$ cat src/rtl/branch_target_unit_pkg.sv
// Shared definitions for the branch target unit: MODE encodings and default increment.
package branch_target_unit_pkg;

  typedef enum logic [1:0] {
    BT_REL = 2'b00,
    BT_ABS = 2'b01,
    BT_SEQ = 2'b10,
    BT_ILL = 2'b11
  } bt_mode_e;

  localparam int BT_PC_INC_DEFAULT = 4;

endpackage : branch_target_unit_pkg

$ cat src/rtl/branch_target_unit_sext.sv
// Combinational sign-extend to OUT_W bits followed by a left shift of SHIFT bits.
module sext_shift #(
  parameter int IN_W  = 8,
  parameter int OUT_W = 32,
  parameter int SHIFT = 2
) (
  input  logic [IN_W-1:0]  in_i,
  output logic [OUT_W-1:0] out_o
);

  logic [OUT_W-1:0] ext;

  // Extend first, then shift, so SHIFT=0 needs no zero-width replication.
  assign ext   = {{(OUT_W-IN_W){in_i[IN_W-1]}}, in_i};
  assign out_o = ext << SHIFT;

endmodule : sext_shift

$ cat src/rtl/branch_target_unit.sv
// Two-stage next-PC calculator: stage 1 extends the offset and forms PC+PC_INC,
// stage 2 selects relative/absolute/sequential target and flags wrap and illegal mode.
module branch_target_unit
  import branch_target_unit_pkg::*;
#(
  parameter int OFFSET_W = 8,
  parameter int ADDR_W   = 32,
  parameter int SHIFT    = 2,
  parameter int PC_INC   = BT_PC_INC_DEFAULT
) (
  input  logic                clk,
  input  logic                rst_n,
  input  logic                in_valid_i,
  output logic                in_ready_o,
  input  logic [ADDR_W-1:0]   pc_i,
  input  logic [OFFSET_W-1:0] offset_i,
  input  logic [1:0]          mode_i,
  input  logic                flush_i,
  output logic                out_valid_o,
  input  logic                out_ready_i,
  output logic [ADDR_W-1:0]   target_o,
  output logic [ADDR_W-1:0]   ext_offset_o,
  output logic                wrap_o,
  output logic                err_o
);

  if (OFFSET_W + SHIFT >= ADDR_W) begin : g_width_check
    $error("branch_target_unit: OFFSET_W+SHIFT (%0d) must be less than ADDR_W (%0d)",
           OFFSET_W + SHIFT, ADDR_W);
  end

  // Handshake: a transfer happens on a side whenever valid and ready are both high
  // at a rising edge; valid never depends on ready, and a held output stays stable.
  logic              s1_valid_q, s1_valid_d;
  logic [ADDR_W-1:0] s1_ext_q;
  logic [ADDR_W:0]   s1_pc4_q;
  bt_mode_e          s1_mode_q;

  logic              s2_valid_q, s2_valid_d;
  logic [ADDR_W-1:0] s2_target_q, s2_target_d;
  logic [ADDR_W-1:0] s2_ext_q, s2_ext_d;
  logic              s2_wrap_q, s2_wrap_d;
  logic              s2_err_q, s2_err_d;

  logic              in_fire, out_fire, s2_load, s1_advance;
  logic [ADDR_W-1:0] ext_in;
  logic [ADDR_W:0]   pc4_in;
  logic [ADDR_W+1:0] rel_sum;

  sext_shift #(
    .IN_W  (OFFSET_W),
    .OUT_W (ADDR_W),
    .SHIFT (SHIFT)
  ) u_sext (
    .in_i  (offset_i),
    .out_o (ext_in)
  );

  assign pc4_in = {1'b0, pc_i} + (ADDR_W+1)'(PC_INC);

  assign out_fire   = s2_valid_q & out_ready_i;
  assign s2_load    = s1_valid_q & (~s2_valid_q | out_ready_i);
  assign s1_advance = s2_load;
  assign in_ready_o = ~s1_valid_q | s1_advance;
  assign in_fire    = in_valid_i & in_ready_o;

  always_comb begin
    s1_valid_d = s1_valid_q;
    s2_valid_d = s2_valid_q;
    if (flush_i) begin
      s1_valid_d = 1'b0;
      s2_valid_d = 1'b0;
    end else begin
      if (in_fire)         s1_valid_d = 1'b1;
      else if (s1_advance) s1_valid_d = 1'b0;
      if (s2_load)         s2_valid_d = 1'b1;
      else if (out_fire)   s2_valid_d = 1'b0;
    end
  end

  // Relative sum is ADDR_W+2 bits: the top two bits are non-zero exactly when
  // the true result fell below zero or above 2^ADDR_W-1.
  assign rel_sum = {1'b0, s1_pc4_q} + {{2{s1_ext_q[ADDR_W-1]}}, s1_ext_q};

  always_comb begin
    s2_target_d = s1_pc4_q[ADDR_W-1:0];
    s2_ext_d    = s1_ext_q;
    s2_wrap_d   = s1_pc4_q[ADDR_W];
    s2_err_d    = 1'b0;
    case (s1_mode_q)
      BT_REL: begin
        s2_target_d = rel_sum[ADDR_W-1:0];
        s2_wrap_d   = |rel_sum[ADDR_W+1:ADDR_W];
      end
      BT_ABS: begin
        s2_target_d = s1_ext_q;
        s2_wrap_d   = 1'b0;
      end
      BT_ILL:  s2_err_d = 1'b1;
      default: ;
    endcase
  end

  always_ff @(posedge clk or negedge rst_n) begin
    if (!rst_n) begin
      s1_valid_q  <= 1'b0;
      s1_ext_q    <= '0;
      s1_pc4_q    <= '0;
      s1_mode_q   <= BT_REL;
      s2_valid_q  <= 1'b0;
      s2_target_q <= '0;
      s2_ext_q    <= '0;
      s2_wrap_q   <= 1'b0;
      s2_err_q    <= 1'b0;
    end else begin
      s1_valid_q <= s1_valid_d;
      s2_valid_q <= s2_valid_d;
      if (in_fire && !flush_i) begin
        s1_ext_q  <= ext_in;
        s1_pc4_q  <= pc4_in;
        s1_mode_q <= bt_mode_e'(mode_i);
      end
      if (s2_load && !flush_i) begin
        s2_target_q <= s2_target_d;
        s2_ext_q    <= s2_ext_d;
        s2_wrap_q   <= s2_wrap_d;
        s2_err_q    <= s2_err_d;
      end
    end
  end

  assign out_valid_o  = s2_valid_q;
  assign target_o     = s2_target_q;
  assign ext_offset_o = s2_ext_q;
  assign wrap_o       = s2_wrap_q;
  assign err_o        = s2_err_q;

endmodule : branch_target_unit
$ cat config.mk
export PLATFORM = sky130hd
export DESIGN_NAME = branch_target_unit
export DESIGN_NICKNAME = d
export VERILOG_FILES = /design/src/rtl/branch_target_unit_pkg.sv /design/src/rtl/branch_target_unit_sext.sv /design/src/rtl/branch_target_unit.sv
export SDC_FILE = /design/constraint.sdc
export NUM_CORES = 1
export LEC_CHECK = 0
export CORE_ASPECT_RATIO = 1.25
export CORE_MARGIN = 2
export CORE_UTILIZATION = 30
export DETAILED_ROUTE_END_ITERATION = 7
export HOLD_SLACK_MARGIN = 0.05
export PLACE_DENSITY_LB_ADDON = 0.1
export SLEW_MARGIN = 15
export SYNTH_ARGS = -nofsm -noshare
export SYNTH_HDL_FRONTEND = slang
export SYNTH_SLANG_ARGS = --single-unit
export TNS_END_PERCENT = 5
$ cat constraint.sdc
create_clock -name clk -period 6.1 [get_ports clk]
set_input_delay 0.915 -clock clk [delete_from_list [all_inputs] [get_ports clk]]
set_output_delay 0.915 -clock clk [all_outputs]
set_load 0.005 [all_outputs]
==> results of run 1 <==
worst max-delay path: cells and delay by family:
kind / cells / cell delay (ns)
buffers and inverters: 2 / 0.86
and+or+nand+nor: 2 / 0.47
metal layers:
| metal | wire length [um] | vias up | GRT usage [%] |
|---|---|---|---|
| met1 | 7590 | 2377 | 21.9 |
| met5 | 0 | - | 0 |
| li1 | - | 2534 | - |
| met4 | 280 | 0 | 5.83 |
| met2 | 7700 | 135 | 27.5 |
| met3 | 588 | 17 | 2.11 |
metrics by stage:
stage / hold slack, ns / std cells / utilization, %
2_1_floorplan: 0.461 / 684 / -
3_3_place_gp: 0.456 / 1010 / 36.5
3_5_place_dp: 0.466 / 1010 / 36.5
4_1_cts: 0.482 / 1026 / 38.1
5_1_grt: 0.502 / 1026 / 38.1
6_report: 0.476 / 1026 / 38.1
power groups by stage:
stage          logic, mW  clock network (mW)  registers, mW
2_1_floorplan      0.604                   0          0.795
3_5_place_dp       0.981                   0          0.813
3_3_place_gp       0.980                   0          0.808
5_1_grt             1.10               0.621          0.821
6_report           0.978               0.580          0.801
4_1_cts            0.987               0.599          0.804
area by class of cell:
cell class / instances / area share [%]
Inverter: 18 / 0.918
Clock buffer: 10 / 3.25
Clock inverter: 6 / 0.935
Timing Repair Buffer: 118 / 15.8
Sequential cell: 87 / 29.6
Multi-Input combinational cell: 522 / 45.0
Tap cell: 265 / 4.51
registers in the layout (all words and copies together) (netlist names):
signal / cells
ext_offset_o: 8
s1_pc4_q: 33
err_o: 1
s1_mode_q: 2
out_valid_o: 1
s1_valid_q: 1
s1_ext_q: 8
wrap_o: 1
target_o: 32
worst paths after layout:
kind / slack, ns / from / to / cells past startpoint
setup / recovery: 2.93 / out_ready_i / in_ready_o / 4
hold / removal: 0.48 / ext_offset_o[8] / ext_offset_o[8] / 2
setup reg to reg: 3.13 / s1_ext_q[2] / wrap_o / 11
hold reg to reg: 0.48 / ext_offset_o[8] / ext_offset_o[8] / 2
max in group asynchronous: 4.53 / rst_n / target_o[14] / 2
min in group asynchronous: 0.51 / rst_n / target_o[31] / 1
cells in the mapped netlist, drive strengths merged, types with 6 or more instances:
cell	instances
nand3	23
buf	31
nand2	105
o21ai	70
xnor2	26
dfrtp	87
inv	18
a221oi	17
a21o	15
clkbuf	26
mux2	13
a211oi	6
xor2	27
nor2	58
a21oi	44
o211ai	11
ha	32
and3	8
logic make-up (layout without fill, tap and decap cells):
family	after synthesis	in the layout	share of synthesized area, %
fa+ha+maj	33	33	7.18
flops	87	87	37.2
xor+xnor	53	53	7.93
other cells	1	2	0.0640
compound gates	194	194	21.3
mux	16	16	3.01
simple gates	224	224	16.8
buf+inv	75	152	6.56
==> summary.txt, run 1 <==
Status -> finished clean
Int Power -> 1.53 mW
Die width -> 129 um
PnR worst setup slack -> 2.93 ns
Top_reg_cell synth -> dfrtp_1
Async set-reset flop share out of synthesis -> 100%
YS warnings -> 0
First-pass GRT wire length -> 26900 um
Max FO, Critical Path -> 5
DIE HEIGHT -> 160 um
Clk pwr share -> 24.6%
Initial DRC Count -> 321
DRT Pass-1 Iters -> 4
DRC Markers -> 0
Crit. End Element -> primary output
CTS Root Cell -> clkbuf_16
Ratio of cells with drive above 1 in the final layout -> 6.70%
FF/Latch Area -> 0.00218 mm^2
CP Data Required Time -> 5.18 ns
# clock sinks -> 87
Switch share -> 35.2%
Io pins -> 115
Vias in the first global route -> 5182
Max Freq -> 315 MHz
Crit share post-route -> 52.0%
Fin Setup TNS -> 0 ns
H-tree depth -> 3
Post-Place Cell Area -> 0.00705 mm^2
Most frequent cells in the layout -> 111 x clkdlybuf4s50_1, 105 x nand2_1, 87 x dfrtp_1
Yosys top cell by area -> dfrtp_1
Num CTS Buffers -> 9
Final #Nets -> 836
Worst setup SP type -> primary input
Mapped Cells -> 683
Fillers -> 2019
Pwr Total -> 2.36 mW
Antenna diodes -> 0
Finished layout cell area -> 0.00736 mm^2
Antenna Nets Post-Route -> 0
Pre-CTS WS -> 2.76 ns
Slowest cell on the critical path -> clkdlybuf4s50_1
GRT overflow -> 0
Die ar. -> 0.0207 mm^2
PD cells -> 321 mW/mm^2
Initial core utilization -> 30.3%
Post-Syn Area -> 0.00586 mm^2
Psw -> 0.831 mW
Clk Latency, worst-skew pair -> 0.36 ns
Worst vdd ir -> 0.147 mV
Comb pwr share -> 41.5%
Hold crit path type -> reg2reg
Data arrival time of the critical path -> 2.25 ns
CP max stage delay -> 0.46 ns
Post-CTS Setup Repair Bufs -> 0
Max_cap viols -> 0
Final-report setup violation count -> 0
Sequential share of power -> 33.9%
RSZ-0062 raised after global routing -> no
Relative slew slack -> 24.8%
Initial antenna violation count -> 0
Tot GR Track Use -> 16.5%
Cts repair resizes -> 0
Routed vias/inst -> 4.93
Placer's final routability congestion estimate -> 0.792
Total number of vias -> 5063
Area contributors post-synth -> dfrtp_1 37%, ha_1 6.8%, nand2_1 6.7%
Row cnt -> 57
Syn-to-layout area delta -> 25.7%
Final Hold Vio Count -> 0
Leading cell type in the layout, fill and taps excluded -> clkdlybuf4s50_1
Critical path cell sequence -> clkdlybuf4s50_1 -> nor2b_1 -> nand2_1 -> clkdlybuf4s50_1
Clock-pin slew on the worst setup and hold paths -> 0.06 ns
Core area -> 0.0193 mm^2
Seq/Total Area, Yosys -> 37.2%
Syn avg cell area -> 8.57 um^2
Largest net degree at the start of global routing -> 74
Max clock buf depth -> 2
Register bit count reported by yosys -> 87
Slew Limit Fails -> 0
Leak pwr -> 3.10 nW
Post-synth EDFFs -> 0
Setup Skew -> 0.00984 ns
Most used cell along the critical path -> clkdlybuf4s50_1
Drt wl/cell -> 15.8 um
Synth cell types -> 58
Area of the multi-input gates -> 0.00331 mm^2
Total Wirelength -> 16200 um
HPWL Detailed -> 12000 um
Slew @ Worst Pin -> 1.13 ns
Hold_buf cts -> 0
Fin crit period -> 3.17 ns
CTS tree -> yes
WS Path Type -> in2out
Synth top area share -> 37.2%
I/O Buffers -> 112
(Power assumes the default switching activity.)
==> run 2, diff against run 1 <==
- clock period: 6.1 -> 3 ns (I/O delays scaled with it)
==> run 2 against run 1 <==
Die area unchanged; sequential power increased by 100%; setup slack got worse by 2.7 ns; routed wire length decreased by 0.87%; sequential share of layout area decreased by 0.68 points; cell area increased by 2.4%; worst hold slack got worse by 0.40 ns; combinational power increased by 110%; critical endpoint is now wrap_o; largest cell class unchanged; highest routed layer unchanged.
==> summary.txt, run 2 (same netlist as run 1, synthesis figures left out) <==
Status -> finished clean (unchanged)
Total number of vias -> 5125 (was 5063)
Crit path to -> wrap_o (was in_ready_o)
Leading cell type in the layout, fill and taps excluded -> clkdlybuf4s50_1 (unchanged)
WP buf/inv -> 1 (was 2)
Leak pwr -> 3.21 nW (was 3.10 nW)
Core area -> 0.0193 mm^2 (unchanged)
Ratio of cells with drive above 1 in the final layout -> 9.08% (was 6.70%)
DRC Markers -> 0 (unchanged)
Critical path cell sequence -> ha_1 -> inv_1 -> fa_1 -> nand2b_1 -> a21o_1 -> a31oi_2 -> o21ai_2 -> o211ai_1 -> xor2_1 -> a221o_1 -> o22a_1 (was clkdlybuf4s50_1 -> nor2b_1 -> nand2_1 -> clkdlybuf4s50_1)
DIE HEIGHT -> 160 um (unchanged)
R2r setup slk -> 0.24 ns (was 3.13 ns)
Final Core Density -> 39.0% (was 38.1%)
Levels on crit path -> 11 (was 4)
CP Launch Point -> s1_ext_q[2] (was out_ready_i)
Final Hold Vio Count -> 0 (unchanged)
Relative slew slack -> 62.1% (was 24.8%)
Initial core utilization -> 30.3% (unchanged)
Hold crit path type -> in2async (was reg2reg)
Row cnt -> 57 (unchanged)
Die ar. -> 0.0207 mm^2 (unchanged)
Max_cap viols -> 0 (unchanged)
CTS Root Cell -> clkbuf_16 (unchanged)
Max FFs per register -> 33 (unchanged)
Worst setup SP type -> flop (was primary input)
Fin crit period -> 2.76 ns
Drt wl/cell -> 15.3 um (was 15.8 um)
Slew Limit Fails -> 0 (unchanged)
HPWL Detailed -> 12200 um (was 12000 um)
Io pins -> 115 (unchanged)
Crit. End Element -> flop (was primary output)
Data arrival time of the critical path -> 3.00 ns (was 2.25 ns)
Most frequent cells in the layout -> 111 x clkdlybuf4s50_1, 105 x nand2_1, 87 x dfrtp_1 (unchanged)
Post-CTS Setup Repair Bufs -> 0 (unchanged)
Final-report setup violation count -> 0 (unchanged)
Die width -> 129 um (unchanged)
WS Path Type -> reg2reg (was in2out)
Routed vias/inst -> 4.89 (was 4.93)
CTS tree -> yes (unchanged)
Placer's final routability congestion estimate -> 0.823 (was 0.792)
Worst vdd ir -> 0.251 mV (was 0.147 mV)
Num CTS Buffers -> 9 (unchanged)
Clk Latency, worst-skew pair -> 0.35 ns (was 0.36 ns)
Crit share post-route -> 92.1%
Antenna Nets Post-Route -> 0 (unchanged)
CP max stage delay -> 0.40 ns (was 0.46 ns)
Final #Nets -> 857 (was 836)
Initial antenna violation count -> 0 (unchanged)
CP Data Required Time -> 3.24 ns (was 5.18 ns)
Reg2reg end -> wrap_o (unchanged)
First-pass GRT wire length -> 26100 um (was 26900 um)
Max FO, Critical Path -> 4 (was 5)
Slowest cell on the critical path -> dfrtp_1 (was clkdlybuf4s50_1)
# clock sinks -> 87 (unchanged)
PD cells -> 642 mW/mm^2 (was 321 mW/mm^2)
R2r startpoint -> s1_ext_q[2] (unchanged)
Tot GR Track Use -> 15.9% (was 16.5%)
Clock-pin slew on the worst setup and hold paths -> 0.07 ns (was 0.06 ns)
DRT Pass-1 Iters -> 6 (was 4)
H-tree depth -> 3 (unchanged)
I/O Buffers -> 112 (unchanged)
Max Freq -> 362 MHz
Syn-to-layout area delta -> 28.6% (was 25.7%)
Initial DRC Count -> 323 (was 321)
Most flops, register -> s1_pc4_q (unchanged)
Antenna diodes -> 0 (unchanged)
Fin Setup TNS -> 0 ns (unchanged)
Total Wirelength -> 16000 um (was 16200 um)
Vias in the first global route -> 5066 (was 5182)
Setup Skew -> 0.00660 ns (was 0.00984 ns)
Largest net degree at the start of global routing -> 74 (unchanged)
RSZ-0062 raised after global routing -> no (unchanged)
Delay-heaviest family, CP -> compound AO/OA/AOI/OAI gates (was buffers and inverters)
Slew @ Worst Pin -> 0.568 ns (was 1.13 ns)
Max clock buf depth -> 2 (unchanged)
Reg2reg path depth -> 11 (unchanged)
GRT overflow -> 0 (unchanged)
run 2: cell count changes in the layout (fill, tap and decap cells not counted), sizes merged:
cell / delta
buf: +21
clkbuf: -1
clkinv: +2
inv: -1
run 2: cell type report:
type | count | area (um^2)
Clock buffer | 9 | 225
Clock inverter | 7 | 73.8
Fill cell | 2002 | 11800
Inverter | 18 | 67.6
Multi-Input combinational cell | 522 | 3310
Sequential cell | 87 | 2180
Tap cell | 265 | 332
Timing Repair Buffer | 139 | 1350
run 2: power by group:
group / internal [mW] / switching (mW) / total (mW)
Sequential: 1.42 / 0.203 / 1.62
Clock: 0.647 / 0.501 / 1.15
Combinational: 1.08 / 0.987 / 2.06
Total: 3.14 / 1.69 / 4.83
run 2: worst min path at each step:
stage                               start  cells after the start         endpoint  slack (ns)
after floorplan                     rst_n                      0            err_o        0.15
after global placement    ext_offset_o[8]                      2  ext_offset_o[8]        0.46
after detailed placement      target_o[0]                      2      target_o[0]        0.46
after CTS                           rst_n                      1      out_valid_o        0.11
after global routing                rst_n                      1      out_valid_o        0.13
final                               rst_n                      1      out_valid_o        0.08
run 2: per-stage QoR:
step                      instances  power (mW)  setup WS, ns  hold WS (ns)  cell area [um^2]
after global routing           1047        5.18        0.0342         0.128              7530
after detailed placement       1031        3.71         0.154         0.457              7230
after global placement         1031        3.70         0.224         0.459              7230
final                          1047        4.83         0.237        0.0802              7530
after CTS                      1047        4.89         0.139         0.106              7530
after floorplan                 684        2.84         0.129         0.154              5860
run 2: what timing repair did:
item                                    CTS  global route
hold endpoints to repair                  0             0
hold buffers                              0             0
endpoints found under the setup margin    0             2
gates resized for setup                   0             1
run 2: metal layers:
layer | wire (um) | up-vias | GRT usage (%)
li1 | - | 2577 | -
met1 | 7390 | 2407 | 20.4
met2 | 7780 | 127 | 27.6
met3 | 640 | 14 | 2.11
met4 | 212 | 0 | 4.74
met5 | 0 | - | 0
==> run 3, diff against run 2 <==
- CORE_ASPECT_RATIO: 1.25 -> 0.6
- PLACE_DENSITY_LB_ADDON: 0.1 -> default
==> run 3 against run 2 <==
Register-to-register slack lost 0.12 ns; clock skew is 0.0023 ns higher; largest power group unchanged; worst hold slack better by 0.39 ns; utilization is 0.65 points higher; sequential share of layout area shrank 0.089 points; critical path type unchanged; cell area rose by 0.37%; global-route usage rose by 1.1 points.
==> summary.txt, run 3 (same netlist as run 1, synthesis figures left out) <==
DRT Pass-1 Iters -> 5 (was 6)
Max FO, Critical Path -> 14 (was 4)
DRC Markers -> 0 (unchanged)
First-pass GRT wire length -> 26900 um (was 26100 um)
PnR worst setup slack -> 0.116 ns (was 0.237 ns)
Die ar. -> 0.0207 mm^2 (about the same)
Largest net degree at the start of global routing -> 74 (unchanged)
Max_cap viols -> 0 (unchanged)
Placed insts -> 1031 (unchanged)
Initial core utilization -> 30.7% (was 30.3%)
Core area -> 0.0191 mm^2 (was 0.0193 mm^2)
Clock-pin slew on the worst setup and hold paths -> 0.06 ns (was 0.07 ns)
HPWL Detailed -> 13300 um (was 12200 um)
Final #Nets -> 857 (unchanged)
Clk Latency, worst-skew pair -> 0.34 ns (was 0.35 ns)
Slew Limit Fails -> 0 (unchanged)
Setup Skew -> 0.00893 ns (was 0.00660 ns)
Antenna diodes -> 0 (unchanged)
RSZ-0062 raised after global routing -> yes (was no)
Fin crit period -> 2.88 ns (was 2.76 ns)
Most frequent cells in the layout -> 111 x clkdlybuf4s50_1, 105 x nand2_1, 86 x dfrtp_1 (was 111 x clkdlybuf4s50_1, 105 x nand2_1, 87 x dfrtp_1)
Worst vdd ir -> 0.319 mV (was 0.251 mV)
GRT overflow -> 0 (unchanged)
Leak pwr -> 3.21 nW (about the same)
Num CTS Buffers -> 9 (unchanged)
I/O Buffers -> 112 (unchanged)
Slew @ Worst Pin -> 0.579 ns (was 0.568 ns)
CP Launch Point -> s1_ext_q[9] (was s1_ext_q[2])
Final-report setup violation count -> 0 (unchanged)
PD cells -> 653 mW/mm^2 (was 642 mW/mm^2)
Syn-to-layout area delta -> 29.1% (was 28.6%)
Total Wirelength -> 17300 um (was 16000 um)
Final std cells w/o fill -> 1048 (was 1047)
Crit share post-route -> 96.1% (was 92.1%)
Post-Place Cell Area -> 0.00722 mm^2 (was 0.00723 mm^2)
Io pins -> 115 (unchanged)
Max Freq -> 347 MHz (was 362 MHz)
Tot GR Track Use -> 17.0% (was 15.9%)
Antenna Nets Post-Route -> 0 (unchanged)
WS Path Type -> reg2reg (unchanged)
# clock sinks -> 87 (unchanged)
Die width -> 184 um (was 129 um)
Finished layout cell area -> 0.00756 mm^2 (was 0.00753 mm^2)
Routed vias/inst -> 4.92 (was 4.89)
CP Data Required Time -> 3.23 ns (was 3.24 ns)
Leading cell type in the layout, fill and taps excluded -> clkdlybuf4s50_1 (unchanged)
Initial antenna violation count -> 0 (unchanged)
Final Core Density -> 39.6% (was 39.0%)
DIE HEIGHT -> 112 um (was 160 um)
Placer's final routability congestion estimate -> 0.938 (was 0.823)
Worst setup SP type -> flop (unchanged)
Max FFs per register -> 33 (unchanged)
Status -> finished clean (unchanged)
CTS Root Cell -> clkbuf_16 (unchanged)
CTS tree -> yes (unchanged)
Pre-CTS WS -> 0.0480 ns (was 0.154 ns)
Hold_sp -> ext_offset_o[5]
Pwr Total -> 4.94 mW (was 4.83 mW)
Fin Setup TNS -> 0 ns (unchanged)
Total number of vias -> 5158 (was 5125)
Drt wl/cell -> 16.5 um (was 15.3 um)
Ratio of cells with drive above 1 in the final layout -> 9.46% (was 9.08%)
Hold crit path type -> reg2reg (was in2async)
R2r startpoint -> s1_ext_q[9] (was s1_ext_q[2])
Row cnt -> 39 (was 57)
Crit. End Element -> flop (unchanged)
Relative slew slack -> 61.4% (was 62.1%)
Data arrival time of the critical path -> 3.11 ns (was 3.00 ns)
Initial DRC Count -> 467 (was 323)
WHS -> 0.475 ns (was 0.0802 ns)
Vias in the first global route -> 4605 (was 5066)
H-tree depth -> 3 (unchanged)
Max clock buf depth -> 2 (unchanged)
Final Hold Vio Count -> 0 (unchanged)
Most flops, register -> s1_pc4_q (unchanged)
run 3: report_power, final:
group | internal [mW] | switching (mW)
combinational | 1.08 | 1.03
clock | 0.673 | 0.496
sequential | 1.42 | 0.235
total | 3.17 | 1.77
run 3: layout make-up:
cell class	count	area, um^2
Clock buffer	10	239
Clock inverter	6	68.8
Fill cell	1898	11500
Inverter	18	67.6
Multi-Input combinational cell	522	3320
Sequential cell	87	2180
Tap cell	266	333
Timing Repair Buffer	139	1350
run 3: final timing paths:
path	slack, ns	cells past startpoint	endpoint
min in group asynchronous	0.51	2	ext_offset_o[4]
worst min-delay path	0.48	2	ext_offset_o[5]
worst min register to register	0.48	2	ext_offset_o[5]
worst max register to register	0.12	10	wrap_o
max in group asynchronous	1.81	3	s1_ext_q[9]
worst max-delay path	0.12	10	wrap_o
run 3: timing repair:
action,4_1_cts,5_1_grt
hold buffers,1,0
resized for setup,0,5
hold endpoints to repair,16,0
buffers inserted,0,0
setup endpoints to repair,0,5
run 3: critical path: stages (launching register included):
cell,delay [ns]
dfrtp_2,0.52
buf_4,0.22
ha_1,0.38
and3_1,0.22
nand2_1,0.14
o22ai_1,0.11
a311oi_2,0.33
o211ai_1,0.19
xor2_1,0.17
a221o_1,0.32
o22a_1,0.15
run 3: routing by layer:
layer | global-route usage, % | wire length, um
met5 | 0 | 0
met4 | 2.77 | 94
met3 | 5.35 | 1540
met2 | 18.8 | 5590
met1 | 29.6 | 10000
